==> config.mk <==
export PLATFORM = sky130hd
export DESIGN_NAME = sync_ptr_gray
export DESIGN_NICKNAME = d
export VERILOG_FILES = /design/src/rtl/sync_ptr_gray.sv
export SDC_FILE = /design/constraint.sdc
export NUM_CORES = 1
export LEC_CHECK = 0
export ABC_CLOCK_PERIOD_IN_PS = 5860
export CORE_UTILIZATION = 51
export CTS_CLUSTER_SIZE = 28
export DETAILED_ROUTE_END_ITERATION = 16
export PLACE_DENSITY = 0.83
export SYNTH_ARGS = -nofsm -noshare
export SYNTH_HDL_FRONTEND = slang
export SYNTH_SLANG_ARGS = --single-unit
==> constraint.sdc <==
create_clock -name wclk -period 5.86 [get_ports wclk]
set_input_delay 0.879 -clock wclk [delete_from_list [all_inputs] [get_ports wclk]]
set_output_delay 0.879 -clock wclk [all_outputs]
set_load 0.005 [all_outputs]
==> src/rtl/sync_ptr_gray.sv <==
// Gray-pointer clock-domain-crossing synchroniser with registered binary view, update pulse and step delta.
// Optional Gray-step legality checker is compiled in when SYNC_PTR_CHECK_EN is defined.
module sync_ptr_gray #(
    parameter int unsigned ADDRSIZE = 4,
    parameter int unsigned STAGES   = 2
) (
    input  logic                wclk,
    input  logic                wrst_n,
    input  logic [ADDRSIZE:0]   rptr_gray,
    input  logic                err_clr,
    output logic [ADDRSIZE:0]   wq_rptr_gray,
    output logic [ADDRSIZE:0]   wq_rptr_bin,
    output logic                ptr_upd,
    output logic [ADDRSIZE:0]   ptr_delta,
    output logic                ptr_err
);

    localparam int unsigned PW = ADDRSIZE + 1;

    logic [PW-1:0] sync_q [STAGES];
    logic [PW-1:0] g_prev;
    logic [PW-1:0] bin_cur_c;
    logic [PW-1:0] bin_prev_c;
    logic          changed_c;

    function automatic logic [PW-1:0] gray2bin(input logic [PW-1:0] g);
        logic [PW-1:0] b;
        b[PW-1] = g[PW-1];
        for (int i = int'(PW) - 2; i >= 0; i--) begin
            b[i] = b[i+1] ^ g[i];
        end
        return b;
    endfunction

    // Synchroniser chain; the last stage is the destination-domain Gray pointer
    always_ff @(posedge wclk or negedge wrst_n) begin
        if (!wrst_n) begin
            for (int i = 0; i < int'(STAGES); i++) begin
                sync_q[i] <= '0;
            end
        end else begin
            sync_q[0] <= rptr_gray;
            for (int i = 1; i < int'(STAGES); i++) begin
                sync_q[i] <= sync_q[i-1];
            end
        end
    end

    assign wq_rptr_gray = sync_q[STAGES-1];

    assign bin_cur_c  = gray2bin(wq_rptr_gray);
    assign bin_prev_c = gray2bin(g_prev);
    assign changed_c  = (wq_rptr_gray != g_prev);

    // History, binary view, update pulse and modulo advance all land on the same edge
    always_ff @(posedge wclk or negedge wrst_n) begin
        if (!wrst_n) begin
            g_prev      <= '0;
            wq_rptr_bin <= '0;
            ptr_upd     <= 1'b0;
            ptr_delta   <= '0;
        end else begin
            g_prev      <= wq_rptr_gray;
            wq_rptr_bin <= bin_cur_c;
            ptr_upd     <= changed_c;
            ptr_delta   <= changed_c ? PW'(bin_cur_c - bin_prev_c) : '0;
        end
    end

`ifdef SYNC_PTR_CHECK_EN
    logic [PW-1:0] gdiff_c;
    logic          step_bad_c;

    // More than one bit set in the XOR means an illegal multi-bit Gray step
    assign gdiff_c    = wq_rptr_gray ^ g_prev;
    assign step_bad_c = ((gdiff_c & PW'(gdiff_c - PW'(1))) != '0);

    always_ff @(posedge wclk or negedge wrst_n) begin
        if (!wrst_n) begin
            ptr_err <= 1'b0;
        end else if (step_bad_c) begin
            ptr_err <= 1'b1;
        end else if (err_clr) begin
            ptr_err <= 1'b0;
        end
    end
`else
    logic err_clr_unused;

    assign err_clr_unused = err_clr;
    assign ptr_err        = 1'b0;
`endif

endmodule

==> metrics.md <==
| Metric | Value |
|---|---|
| Status | `completed` |
| Worst Path Arrival | `3.00 ns` |
| First-pass GRT wire length | `between 2000 and 2500 um` |
| Non-Filler Instances | `between 100 and 150` |
| Vias in the first global route | `a little under 500` |
| Cell Chain, Critical Path | `xor3_2 > xnor2_1 > xnor2_1 > inv_1 > ha_1 > inv_1 > fa_1 > o211ai_1 > nand2_1 > mux2_4` |
| Postcts setup bufs | `0` |
| Adder-Cell Fraction of Synth Area | `5.67%` |
| Ys Warns | `0` |
| Fin nets | `104` |
| Worst Tran Pin Value | `1.02 ns` |
| CP Class | `reg -> reg` |
| Pin count of the biggest net entering global routing | `26` |
| Final setup viols | `0` |
| CTS tree | `done` |
| Worst-path clk slew | `0.14 ns` |
| H-tree levels | `1` |
| Num ports | `25` |
| Max Cap Viol | `0` |
| GR Overflow Total | `0` |
| Root buffer cell | `clkbuf_4` |
| Vias/cell | `~4.7` |
| Cell count after synthesis | `72` |
| TNS Setup | `0 ns` |
| Fill cell count | `136` |
| Die width | `about 47 um` |
| DR WL/cell | `approximately 11 um` |
| Worst R2R Path Depth | `10` |
| Area of the multi-input gates | `323 um^2` |
| Max stage delay cell, worst path | `xor3_2` |
| Drc violations | `0` |
| F_max | `around 0.36 GHz` |
| Count of cell types in the netlist | `22` |
| Post-Syn Nets | `84` |
| I/O Buffers | `22` |
| Crit path launch type | `flop` |
| R2R Path Start | `wq_rptr_gray[2]$_DFF_PN0_` |
| Number of gates resized after CTS | `0` |
| Slew HR | `31.7%` |
| Leak | `between 0.0005 and 0.0006 uW` |
| Synth Area in Compound Gates | `3.20%` |
| Dpl ws | `roughly 3.1 ns` |
| Total die area | `between 2000 and 2500 um^2` |
| Num rows | `15` |
| Initial antenna violation count | `0` |
| Maximum clock insertion buffer count | `2` |
| Gr usage total | `13.9%` |
| Mux cell area share after synthesis | `about 1.5%` |
| Critical path launch point | `wq_rptr_gray[2]$_DFF_PN0_` |
| RSZ-0062 raised after global routing | `no` |
| Dpl cells | `roughly 110` |
| Worst Min Path Start | `sync_q[5]$_DFF_PN0_` |
| Hold crit path type | `reg -> reg` |
| Fin crit period | `2.78 ns` |
| #FFs+latches synth | `25` |
| Largest family of logic cells by synthesized area | `XOR/XNOR gates` |
| Clock sinks | `25` |
| Antenna diodes | `0` |
| CTS Hold Bufs | `0` |
| Initial Util | `between 50% and 60%` |
| Tcrit/Tclk final | `47.4%` |
| Synth Cell Area | `1020 um^2` |
| Hold Crit Endpoint | `wq_rptr_gray[0]$_DFF_PN0_` |
| Sequential cell area | `626 um^2` |
| Post-Synth Simple-Gate Area | `5.05%` |
| Pwr Density | `about 330 nW/um^2` |
| Layout cells sized above 1 | `between 7 and 8%` |
| Crit-path max cell delay | `around 0.55 ns` |
| Post-synthesis sequential area ratio | `~62%` |
| Synth Area in XOR/XNOR | `16.0%` |
| R2r setup slk | `3.08 ns` |
| Worst skew pair latency | `about 0.31 ns` |
| Fin. Hold Viols | `0` |
| Reg-to-Reg End | `ptr_delta[4]$_DFF_PN0_` |
| Via count | `around 550` |
| Routability cong. | `0.710` |
| CP required | `6.08 ns` |
| Die span in y | `approximately 47 um` |
| Critical Path End Type | `flop` |
| CORE AREA | `between 1500 and 2000 um^2` |
| Worst-path maximum fanout | `6` |
| Total Wirelength | `1290 um` |
| DRT Pass-1 Iters | `4` |
| Slew Limit Fails | `0` |
| Dpl hpwl | `~970 um` |
| Core Util, Final | `69.1%` |
| Syn_area_per_cell | `14.1 um^2` |
| Hold depth | `0` |
| CTS Buf Count | `3` |
| Initial DRC Count | `3` |
| Worst Clk Skew | `0.0110 ns` |
| Routed Antenna Nets | `0` |
| Layout area overhead | `22.5%` |
| Peak VDD IR | `~0.22 mV` |
| Setup ws final | `3.08 ns` |
-- area by class of cell --
| class | instances | area share (%) |
|---|---|---|
| timing repair buffer | 22 | 17.7 |
| inverter | 4 | 1.21 |
| clock buffer | 3 | 1.81 |
| multi-input combinational | 36 | 25.9 |
| sequential | 25 | 50.3 |
| clock inverter | 1 | 0.603 |
| tap | 25 | 2.51 |
-- routing by layer --
layer,up-vias,global-route usage [%],share of wire (%)
li1,259,-,-
met2,19,26.1,55
met3,0,2.75,5.0
met5,-,0,0
met4,0,6.86,0
met1,271,14.4,40
-- cells in the final DEF (no fill, tap or decap), types with 2 or more instances in the layout --
cell,n
and2_1,2
ha_1,3
nand2_1,2
clkbuf_4,3
xor2_1,3
clkdlybuf4s50_1,22
xnor2_1,10
dfrtp_1,25
inv_1,4
nor2_1,2
nor2b_1,2
-- critical path: cells and delay by family (launching register included) --
kind                       cells  cell delay [ns]
buffers and inverters          2             0.12
muxes                          1             0.29
DFF                            1             0.45
xor gates and xnor gates       3             0.94
and+or+nand+nor                1             0.09
AOI/OAI and AO/OA              1             0.20
adders and majority gates      2             0.59
-- logic make-up (layout without fill, tap and decap cells) --
kind of cell | Yosys count | after routing
adder cells (fa/ha/maj) | 4 | 4
AND/OR/NAND/NOR | 10 | 10
buffers and inverters | 11 | 30
XOR/XNOR | 15 | 15
flip-flops | 25 | 25
other | 1 | 1
AO/OA/AOI/OAI | 5 | 5
multiplexers | 1 | 1
-- sequential cells by signal, indices dropped and copies added, names as in the netlist --
name and cells:
g_prev 5, ptr_delta 5, sync_q 5, wq_rptr_gray 5, wq_rptr_bin 4, ptr_upd 1
-- report_power, final --
part	switching [uW]	internal, uW
clock	49.9	26.0
sequential	9.64	198
combinational	46.8	77.8
-- synthesized netlist by cell type --
cell type | n | area (um^2)
a21o_1 | 1 | 7.51
a21oi_1 | 1 | 5.00
a31oi_1 | 1 | 6.26
and2_1 | 2 | 12.5
buf_4 | 7 | 52.6
conb_1 | 1 | 3.75
dfrtp_1 | 25 | 626
fa_1 | 1 | 20.0
ha_1 | 3 | 37.5
inv_1 | 4 | 15.0
mux2_4 | 1 | 15.0
nand2_1 | 2 | 7.51
nand3_1 | 1 | 5.00
nand4_1 | 1 | 6.26
nor2_1 | 2 | 7.51
nor2b_1 | 2 | 12.5
o211ai_1 | 1 | 7.51
o22ai_1 | 1 | 6.26
xnor2_1 | 10 | 87.6
xnor3_2 | 1 | 23.8
xor2_1 | 3 | 26.3
xor3_2 | 1 | 25.0
-- worst max-delay path by stage --
stage | slack [ns] | cells past startpoint | endpoint
2_1_floorplan | 3.29 | 9 | ptr_delta[4]$_DFF_PN0_
3_3_place_gp | 3.17 | 9 | ptr_delta[4]$_DFF_PN0_
3_5_place_dp | 3.11 | 9 | ptr_delta[4]$_DFF_PN0_
4_1_cts | 3.08 | 9 | ptr_delta[4]$_DFF_PN0_
5_1_grt | 2.95 | 10 | ptr_delta[4]$_DFF_PN0_
6_report | 3.08 | 10 | ptr_delta[4]$_DFF_PN0_
-- stage by stage --
step                      power (uW)  cell area, um^2  hold slack, ns
after floorplan                  278             1020           0.331
after global routing             434             1240           0.372
after detailed placement         338             1210           0.339
after CTS                        414             1240           0.369
after global placement           332             1210           0.333
final                            408             1240           0.364
Note: power is estimated with default switching activity, not from simulation.
